<file path="src/rtl/axis_pkt_fifo.sv">
// rtl/axis_pkt_fifo.sv - parametrised AXI4-Stream FIFO with occupancy/frame-count status
// Optional store-and-forward packet mode: define AXIS_PKT_FIFO_STORE_FWD_EN.
module axis_pkt_fifo #(
  parameter int DATA_W = 32,
  parameter int KEEP_W = DATA_W / 8,
  parameter int USER_W = 1,
  parameter int DEPTH  = 16,
  parameter int AW     = $clog2(DEPTH)
) (
  input  logic              aclk,
  input  logic              aresetn,
  input  logic [DATA_W-1:0] s_axis_tdata,
  input  logic [KEEP_W-1:0] s_axis_tkeep,
  input  logic [USER_W-1:0] s_axis_tuser,
  input  logic              s_axis_tlast,
  input  logic              s_axis_tvalid,
  output logic              s_axis_tready,
  output logic [DATA_W-1:0] m_axis_tdata,
  output logic [KEEP_W-1:0] m_axis_tkeep,
  output logic [USER_W-1:0] m_axis_tuser,
  output logic              m_axis_tlast,
  output logic              m_axis_tvalid,
  input  logic              m_axis_tready,
  output logic [AW:0]       occupancy,
  output logic [AW:0]       frame_count
);

  localparam int BW = DATA_W + KEEP_W + USER_W + 1;

  logic [BW-1:0] mem_q [DEPTH];
  logic [AW:0]   wr_ptr_q, wr_ptr_d;
  logic [AW:0]   rd_ptr_q, rd_ptr_d;
  logic [AW:0]   occ_q, occ_d;
  logic [AW:0]   frm_q, frm_d;
  logic          ready_q;
  logic          full, empty;
  logic          wr_en, rd_en;
  logic          wr_last, rd_last;
  logic [BW-1:0] rd_beat;

  assign full  = (wr_ptr_q[AW] != rd_ptr_q[AW]) && (wr_ptr_q[AW-1:0] == rd_ptr_q[AW-1:0]);
  assign empty = (wr_ptr_q == rd_ptr_q);

  // Full blocks writes even when a read retires in the same cycle.
  assign s_axis_tready = ready_q && !full;
  assign wr_en         = s_axis_tvalid && s_axis_tready;
  assign rd_en         = m_axis_tvalid && m_axis_tready;
  assign wr_last       = wr_en && s_axis_tlast;
  assign rd_last       = rd_en && m_axis_tlast;

  assign rd_beat = mem_q[rd_ptr_q[AW-1:0]];
  assign {m_axis_tdata, m_axis_tkeep, m_axis_tuser, m_axis_tlast} = rd_beat;

  assign occupancy   = occ_q;
  assign frame_count = frm_q;

`ifdef AXIS_PKT_FIFO_STORE_FWD_EN
  logic release_q, release_d;

  // An oversize frame can never complete while full, so forward it cut-through.
  always_comb begin
    release_d = release_q;
    if (rd_last) begin
      release_d = 1'b0;
    end else if (full && (frm_q == '0)) begin
      release_d = 1'b1;
    end
  end

  always_ff @(posedge aclk or negedge aresetn) begin
    if (!aresetn) begin
      release_q <= 1'b0;
    end else begin
      release_q <= release_d;
    end
  end

  assign m_axis_tvalid = !empty && ((frm_q != '0) || release_q);
`else
  assign m_axis_tvalid = !empty;
`endif

  always_comb begin
    wr_ptr_d = wr_ptr_q;
    rd_ptr_d = rd_ptr_q;
    occ_d    = occ_q;
    frm_d    = frm_q;
    if (wr_en) begin
      wr_ptr_d = wr_ptr_q + (AW+1)'(1);
    end
    if (rd_en) begin
      rd_ptr_d = rd_ptr_q + (AW+1)'(1);
    end
    case ({wr_en, rd_en})
      2'b10:   occ_d = occ_q + (AW+1)'(1);
      2'b01:   occ_d = occ_q - (AW+1)'(1);
      default: occ_d = occ_q;
    endcase
    case ({wr_last, rd_last})
      2'b10:   frm_d = frm_q + (AW+1)'(1);
      2'b01:   frm_d = frm_q - (AW+1)'(1);
      default: frm_d = frm_q;
    endcase
  end

  always_ff @(posedge aclk or negedge aresetn) begin
    if (!aresetn) begin
      wr_ptr_q <= '0;
      rd_ptr_q <= '0;
      occ_q    <= '0;
      frm_q    <= '0;
      ready_q  <= 1'b0;
    end else begin
      wr_ptr_q <= wr_ptr_d;
      rd_ptr_q <= rd_ptr_d;
      occ_q    <= occ_d;
      frm_q    <= frm_d;
      ready_q  <= 1'b1;
    end
  end

  always_ff @(posedge aclk) begin
    if (wr_en) begin
      mem_q[wr_ptr_q[AW-1:0]] <= {s_axis_tdata, s_axis_tkeep, s_axis_tuser, s_axis_tlast};
    end
  end

endmodule

</file>
<file path="config.mk">
export PLATFORM = sky130hd
export DESIGN_NAME = axis_pkt_fifo
export DESIGN_NICKNAME = d
export VERILOG_FILES = /design/src/rtl/axis_pkt_fifo.sv
export SDC_FILE = /design/constraint.sdc
export NUM_CORES = 1
export LEC_CHECK = 0
export ABC_AREA = 1
export CAP_MARGIN = 20
export CORE_ASPECT_RATIO = 0.6
export CORE_MARGIN = 3
export CORE_UTILIZATION = 40
export DETAILED_ROUTE_END_ITERATION = 12
export PLACE_DENSITY = 0.53
export SYNTH_ARGS = -nofsm -noshare
export SYNTH_HDL_FRONTEND = slang
export SYNTH_SLANG_ARGS = --single-unit
</file>
<file path="constraint.sdc">
create_clock -name aclk -period 4.4 [get_ports aclk]
set_input_delay 0.66 -clock aclk [delete_from_list [all_inputs] [get_ports aclk]]
set_output_delay 0.66 -clock aclk [all_outputs]
set_load 0.01 [all_outputs]
</file>
==> reports/metrics.cfg <==
[critical_path]
crit_fanout = 137
crit_path_end_kind = primary output
crit_chain = buf_12, o21ai_0, o211ai_1, nand3_1, nand2_1, clkdlybuf4s50_1
slowest_stage = dfrtp_4
worstPathArrival_ps = 3390
cpPeakStageDelay_ps = 800
path_delay_family = buffers and inverters
path_class = flop to primary output
critical_path_buf_inv_count = 2
worstPathRequired_ps = 3740
cp-start-kind = flop

[clocking]
hold_buffers = 0
cts_buffers = 57
root_buffer = clkbuf_16
cts_tree = built
clk_latency_ps = 630
post-cts-setup-buffers = 0
cts_num_sinks = 629
post_cts_resized = 0
htreeDepth = 2
clkTransAtPathRegs_ps = 70
clockBufferDepth = 3

[status]
status = complete, no violations

[finish]
nets = 2247
layout_common_cells = 608 x edfxtp_1, 488 x nor2_1, 279 x nand2_1, 231 x o21ai_0, 123 x o21ai_1
layout_commonest_cell = edfxtp_1
regArea_mm2 = 0.0188
fillerInstances = 5640
multiInputGateArea_mm2 = 0.00604
drive_gt1_share_pct = 6.66
syn_to_final_growth_pct = 14.9

[synth]
synth_top_cell_area_share_pct = 71.2
synth_warnings = 0
ys_seq_area_share_pct = 73.3
synth-seq-cells = 629
syn_inst = 2133
postSynth.asyncResetShare_pct = 3.34
syn_area_per_cell_um2 = 12.0
syn_area_mm2 = 0.0256
synthDistinctLibCells = 28
synthTopCellsByArea = edfxtp_1 71%, nor2_1 7.4%, o21ai_0 4.5%
syn_nets = 2190
synth-edff-count = 608
ys.flop_type = edfxtp_1
yosys.area.top_type = edfxtp_1

[route]
final_antenna_net_count = 0
first_pass_iters = 6
wl_per_cell_um = 21.1
finalWirelength_um = 65000
vias_per_cell = 5.14
detail_route.iter0.violations = 1470
remaining_drc_errors = 0
vias = 15800

[sta]
setup_ws_ps = 346
max_freq_mhz = 247
period_minus_slack_ps = 4050
maxSlewHeadroom_pct = 32.5
rsz0062_at_grt = false
final_max_slew_viol_count = 0
hold_violations = 0
setup_viol = 0
finalClockSkew_ps = 17.6
post-route-period-util_pct = 92.1
tightestPinTransition_ps = 1010
fin_tns_setup_ps = 0

[power_and_ir_drop]
p_leak_uw = 0.0100
vdd_ir_drop_max_v = 0.000450
fin_total_pwr_uw = 18800
p_per_area_mw_per_mm2 = 639

[grt]
grt_max_degree = 181
grt.overflow.total = 0
grt_usage_pct = 19.3
antenna_found_initial = 3
grt_pass1_wl_um = 98000
grt_pass1_vias = 15300

[die]
ios = 92
initial_core_util_pct = 40.7
dieArea_mm2 = 0.0672
dieHeight_um = 202
die_x_um = 333
core_area_mm2 = 0.0630
num_rows = 71

[place]
dp_slack_ps = 801
dp.final_hpwl_um = 31400
port_buffers = 91
gp_congestion = 0.781

[run]
cap_violations = 0

[hold_path]
hold_path.class = primary input to async pin

-- state kept, by name, indices dropped and copies added (netlist names) --
name and flops:
rd_ptr_q 5, mem_q 608, ready_q 1, occupancy 5
frame_count 5, wr_ptr_q 5
-- power by group --
group | internal, uW | leakage, uW | switching (uW)
registers | 6900 | 0.00574 | 253
logic | 2370 | 0.00335 | 4190
clock network | 2900 | 0.000933 | 2210
-- stage by stage --
stage	util, %	instances	cell area (um^2)	hold slack [ps]
2_1_floorplan	-	2133	25600	364
3_3_place_gp	43.7	2969	27500	500
3_5_place_dp	43.7	2969	27500	500
4_1_cts	46.7	3075	29400	516
5_1_grt	46.7	3077	29400	271
6_report	46.7	3077	29400	290
-- path summary, 6_finish.rpt --
check / start / end / slack [ps] / cells after the start
worst max-delay path: rd_ptr_q[1] / m_axis_tdata[1] / 350 / 6
worst min-delay path: aresetn / occupancy[3] / 290 / 1
worst max register to register: rd_ptr_q[0] / mem_q[5][9] / 740 / 8
worst min register to register: frame_count[3] / frame_count[3] / 510 / 2
max in group asynchronous: aresetn / rd_ptr_q[1] / 3690 / 2
min in group aclk: frame_count[3] / frame_count[3] / 510 / 2
-- cells in the mapped netlist (5+ instances only) --
| library cell | count |
|---|---|
| edfxtp_1 | 608 |
| nor2_1 | 505 |
| nand2_1 | 279 |
| o21ai_0 | 231 |
| o21ai_1 | 123 |
| nand3_1 | 71 |
| inv_1 | 66 |
| o211ai_1 | 60 |
| clkbuf_1 | 48 |
| buf_2 | 40 |
| dfrtp_1 | 21 |
| buf_6 | 16 |
| buf_1 | 15 |
| ha_1 | 13 |
| xor2_1 | 6 |
| nand4_1 | 5 |
-- per-layer routing --
metal	track usage [%]	share of wire, %
met5	0	0.042
met4	4.45	1.9
met2	30.2	45
met1	28.2	48
met3	3.44	5.4
-- worst register-to-register path: stages (launching register included) --
cell and delay (ps):
dfrtp_4 480, buf_12 490, nand2_1 430, nand2_1 130
nor2_2 60, nand3_2 140, nand3_2 350, nor2_4 700
buf_4 520
-- area by class of cell --
class | instances | share of cell area [%]
clock inverters | 42 | 1.36
multi-input cells | 1309 | 20.5
well taps | 839 | 3.57
repair buffers | 125 | 4.75
inverters | 68 | 0.892
diodes | 1 | 0.00850
clock buffers | 64 | 5.08
flip-flops and latches | 629 | 63.8
-- logic make-up (layout without fill, tap and decap cells) --
| logic type | after synthesis | after routing | share of synthesized area, % |
|---|---|---|---|
| other | 1 | 2 | 0.0146 |
| XOR/XNOR | 10 | 10 | 0.342 |
| AND/OR/NAND/NOR | 867 | 867 | 13.2 |
| AO/OA/AOI/OAI | 416 | 416 | 8.73 |
| buffers and inverters | 195 | 299 | 3.64 |
| adder cells (fa/ha/maj) | 15 | 15 | 0.791 |
| flip-flops | 629 | 629 | 73.3 |
(Power assumes the default switching activity.)
